## config.mk

```make
export PLATFORM = sky130hd
export DESIGN_NAME = vc_round_robin_scheduler
export DESIGN_NICKNAME = d
export VERILOG_FILES = /design/src/rtl/vc_round_robin_scheduler.sv
export SDC_FILE = /design/constraint.sdc
export NUM_CORES = 1
export LEC_CHECK = 0
export CAP_MARGIN = 20
export CELL_PAD_IN_SITES_DETAIL_PLACEMENT = 0
export CELL_PAD_IN_SITES_GLOBAL_PLACEMENT = 2
export CORE_UTILIZATION = 24
export CTS_BUF_LIST = sky130_fd_sc_hd__clkbuf_8
export DETAILED_ROUTE_END_ITERATION = 10
export PLACE_DENSITY_LB_ADDON = 0.15
export SYNTH_ARGS = -nofsm -noshare
export SYNTH_HDL_FRONTEND = slang
export SYNTH_SLANG_ARGS = --single-unit
```

## constraint.sdc

```tcl
create_clock -name clk -period 1.3 [get_ports clk]
set_input_delay 0.325 -clock clk [delete_from_list [all_inputs] [get_ports clk]]
set_output_delay 0.325 -clock clk [all_outputs]
set_load 0.05 [all_outputs]
```

## src/rtl/vc_round_robin_scheduler.sv

```systemverilog
// Round-robin drain of four VC FIFOs into one output FIFO, with a two-stage
// pop-to-push pipeline, pause handling and write-side continue enables.
module vc_round_robin_scheduler #(
  parameter int unsigned DATA_WIDTH = 6,
  parameter int unsigned CNT_WIDTH  = 8
) (
  input  logic                    clk,
  input  logic                    reset_L,
  input  logic                    enable,
  input  logic [3:0]              empty,
  input  logic                    out_almost_full,
  input  logic [4*DATA_WIDTH-1:0] vc_data,
  output logic [3:0]              pop,
  output logic                    push,
  output logic [DATA_WIDTH-1:0]   data_out,
  output logic [3:0]              continuar,
  output logic [1:0]              grant,
  output logic [1:0]              state,
  output logic [CNT_WIDTH-1:0]    word_count
);

  localparam int unsigned NUM_VC = 4;
  localparam int unsigned IDX_W  = 2;

  typedef enum logic [1:0] {
    IDLE  = 2'd0,
    SERVE = 2'd1,
    PAUSE = 2'd2
  } state_t;

  state_t                  state_q;
  state_t                  next_state;
  logic [NUM_VC-1:0]       elig;
  logic                    win_found;
  logic [IDX_W-1:0]        win_idx;
  logic [IDX_W-1:0]        cand;
  logic                    s1_valid;
  logic [IDX_W-1:0]        s1_idx;
  logic [DATA_WIDTH-1:0]   sel_data;

  assign state = state_q;

  // Eligibility (skip VCs popped last cycle, their flag lags), arbitration, next state
  always_comb begin
    elig       = ~empty & ~pop;
    win_found  = 1'b0;
    win_idx    = '0;
    cand       = '0;
    next_state = IDLE;
    for (int k = 1; k <= int'(NUM_VC); k++) begin
      cand = grant + IDX_W'(k);
      if (!win_found && elig[cand]) begin
        win_found = 1'b1;
        win_idx   = cand;
      end
    end
    if (out_almost_full) begin
      next_state = (state_q == IDLE) ? IDLE : PAUSE;
    end else if (enable && win_found) begin
      next_state = SERVE;
    end
  end

  // Read-data select for the word whose pop was sampled on the previous edge
  always_comb begin
    sel_data = '0;
    for (int k = 0; k < int'(NUM_VC); k++) begin
      if (s1_idx == IDX_W'(k)) begin
        sel_data = vc_data[k*int'(DATA_WIDTH) +: DATA_WIDTH];
      end
    end
  end

  // FSM state, registered pops/grant/continuar and the pop-to-push pipeline
  always_ff @(posedge clk or negedge reset_L) begin
    if (!reset_L) begin
      state_q    <= IDLE;
      pop        <= '0;
      grant      <= IDX_W'(3);
      continuar  <= '1;
      s1_valid   <= 1'b0;
      s1_idx     <= '0;
      push       <= 1'b0;
      data_out   <= '0;
      word_count <= '0;
    end else begin
      state_q   <= next_state;
      pop       <= '0;
      if (next_state == SERVE) begin
        pop   <= NUM_VC'(1) << win_idx;
        grant <= win_idx;
      end
      continuar <= (next_state == PAUSE) ? '0 : '1;
      // grant always names the VC of a non-zero pop
      s1_valid  <= |pop;
      s1_idx    <= grant;
      push      <= s1_valid;
      if (s1_valid) begin
        data_out   <= sel_data;
        word_count <= word_count + CNT_WIDTH'(1);
      end
    end
  end

endmodule
```

==> flow_summary.json <==
{
  "synth_top_area_share_pct": 46.3,
  "rows": 26,
  "gp_congestion": 0.856,
  "syn_area_per_cell_um2": 13.4,
  "antenna_found_initial": 0,
  "route.detailed.drc": 0,
  "syn_area_um2": 1300,
  "htreeDepth": 1,
  "criticalPathCategory": "register to register",
  "ant_nets": 0,
  "core_area_um2": 5140,
  "grt_usage_pct": 14.4,
  "num_vias": 1081,
  "initial_core_util_pct": 25.2,
  "tightestPinTransition_ps": 339,
  "ys_ff_latch": 27,
  "synth.distinct_cells": 37,
  "n_antenna_cell": 0,
  "timing.rr.start": "grant[1]",
  "yosys_warnings": 0,
  "drv_slew": 0,
  "grt_max_degree": 28,
  "max_slew_margin_pct": 77.3,
  "io_pins": 59,
  "p_per_area_nw_per_um2": 2010,
  "final_nets": 206,
  "cp_max_fo": 5,
  "overflow": 0,
  "finalWirelength_um": 3650,
  "place_inst": 235,
  "die_y_um": 75.5,
  "drt_iter0_drc": 31,
  "wl_met1_um": 1490,
  "synth.net_count": 130,
  "worstPathRequired_ps": 1470,
  "fin_crit_ps": 1500,
  "final.setup_skew_ps": 1.35,
  "start_kind": "register",
  "hpwl_um": 2780,
  "max_freq_ghz": 0.665,
  "fillers": 486,
  "syn2layout_area_growth_pct": 95.1,
  "arrival_ps": 1670,
  "synth_top_area_cell": "dfrtp_1",
  "dr.pass1.iters": 4,
  "finalSetupTns_ps": -2170,
  "routedWlPerCell_um": 15.1,
  "ctsRootBufferMaster": "clkbuf_8",
  "cts.sinks": 27,
  "cts_tree": "done",
  "hold_class": "primary input to async pin",
  "clkTransAtPathRegs_ps": 90,
  "cts_max_path_buffers": 2,
  "cap_violations": 0,
  "die_width_um": 75.5,
  "synth-seq-area-share_pct": 52.4,
  "dp_slack_ps": -537,
  "cts_buffers": 3,
  "critPathCaptureType": "register",
  "cts_hold_buf": 0,
  "clk_latency_ps": 270,
  "met3_length_um": 145,
  "peakVddDrop_mv": 0.915,
  "rsz0062_at_grt": "yes",
  "grt_pass1_wl_um": 5970,
  "setup_viol": 22,
  "top_layer": "met4",
  "syn_inst": 97,
  "outcome": "finished, violations left",
  "fin_cells": 242,
  "power.leakage_nw": 1.08,
  "setup_slack_ps": -204,
  "synthTopCellsByArea": "dfrtp_1, mux4_2, dfstp_2",
  "io_buffers": 58,
  "hold_viol_final": 0,
  "fin_crit_sh_pct": 116,
  "violations": "negative setup slack",
  "wl_met2_um": 1870,
  "viasPerCell": 4.47,
  "fin_util_pct": 49.2,
  "drive_above_1_share_pct": 52.9,
  "crit_start": "grant[1]",
  "grt_pass1_vias": 1211,
  "die-area_um2": 5700
}
## cell type report
class / count / area (um^2) / share of cell area [%]
Sequential cell: 27 / 693 / 27.4
Tap cell: 70 / 87.6 / 3.46
Timing Repair Buffer: 76 / 1020 / 40.5
Multi-Input combinational cell: 62 / 667 / 26.4
Clock buffer: 3 / 41.3 / 1.63
Inverter: 3 / 11.3 / 0.445
Clock inverter: 1 / 5.00 / 0.198
## worst paths after layout
check / endpoint / slack, ps / depth (start not counted)
max in group asynchronous: continuar[2] / 670 / 2
min: s1_valid / 400 / 2
min reg2reg: continuar[2] / 530 / 1
max reg2reg: pop[3] / -200 / 5
max: pop[3] / -200 / 5
min in group clk: continuar[2] / 530 / 1
## sequential cells by signal (all words and copies together) (netlist names)
| signal | flops |
|---|---|
| continuar | 1 |
| pop | 4 |
| word_count | 8 |
| grant | 2 |
| s1_idx | 2 |
| s1_valid | 1 |
| state | 2 |
| push | 1 |
| data_out | 6 |
## where the power goes
part | switching (mW) | leakage, nW | internal [mW]
combinational | 1.40 | 0.726 | 1.66
sequential | 0.401 | 0.327 | 1.15
clock | 0.260 | 0.0255 | 0.215
total | 2.06 | 1.08 | 3.03
## per-stage QoR
step	hold WS, ps	area [um^2]	total power [mW]
after floorplan	29.4	1330	2.90
after global placement	475	2350	4.37
after detailed placement	474	2350	4.42
after CTS	406	2490	5.07
after global routing	421	2530	5.36
final	405	2530	5.09
## per-layer routing
layer,vias to the layer above,GRT usage [%]
met5,-,0
met4,0,10.1
met3,9,1.32
met2,39,24.7
met1,529,17.2
li1,504,-
## cell usage in the layout, fill, tap and decap left out, types with 2 or more instances in the layout
master / n
dfrtp_1: 16
xnor2_1: 4
nand2_1: 3
mux2_2: 3
buf_4: 10
mux2_4: 4
nor3b_4: 2
clkbuf_8: 3
xor2_1: 3
dfrtp_2: 8
nor3_2: 2
or2_4: 2
inv_1: 3
nor2_1: 5
buf_12: 28
nor3_1: 2
o21ai_0: 2
buf_6: 7
mux4_2: 6
nand4_1: 3
dlygate4sd2_1: 3
clkdlybuf4s50_1: 27
dfstp_2: 2
## worst max-delay path, stage by stage, from the launching register on
cell and delay (ps):
dfstp_4 660, nor3b_4 190, or3_4 150, o211ai_2 90
buf_4 160, and2_1 150
## cell usage after synthesis (all sizes together)
master	number
dfrtp	24
mux4	6
or3	1
nand2	3
o32ai	1
dfstp	3
xor2	3
nor2b	1
mux2	7
o311ai	1
o22ai	1
o211ai	1
and2	1
nand4	3
a211oi	1
inv	3
ha	1
or2	3
nor2	7
a22o	2
and3	1
a21o	1
or4	1
a21oi	1
nor3b	3
xnor2	4
buf	5
o221ai	1
nand3	1
o21ai	2
nor3	4
## cells by family after synthesis
logic type | after synthesis | synth area share (%)
AOI/OAI and AO/OA | 12 | 8.98
xor gates and xnor gates | 7 | 4.73
adders and majority gates | 1 | 0.965
buffers and inverters | 8 | 3.28
DFF | 27 | 52.4
muxes | 13 | 16.5
and+or+nand+nor | 29 | 13.1
## timing repair
item / CTS / global route
pin swaps: 4 / 5
setup endpoints to repair: 22 / 23
endpoints found under the hold margin: 0 / 0
gates resized for setup: 21 / 9
buffers inserted: 2 / 1
Power figures use the tool's default switching activity.
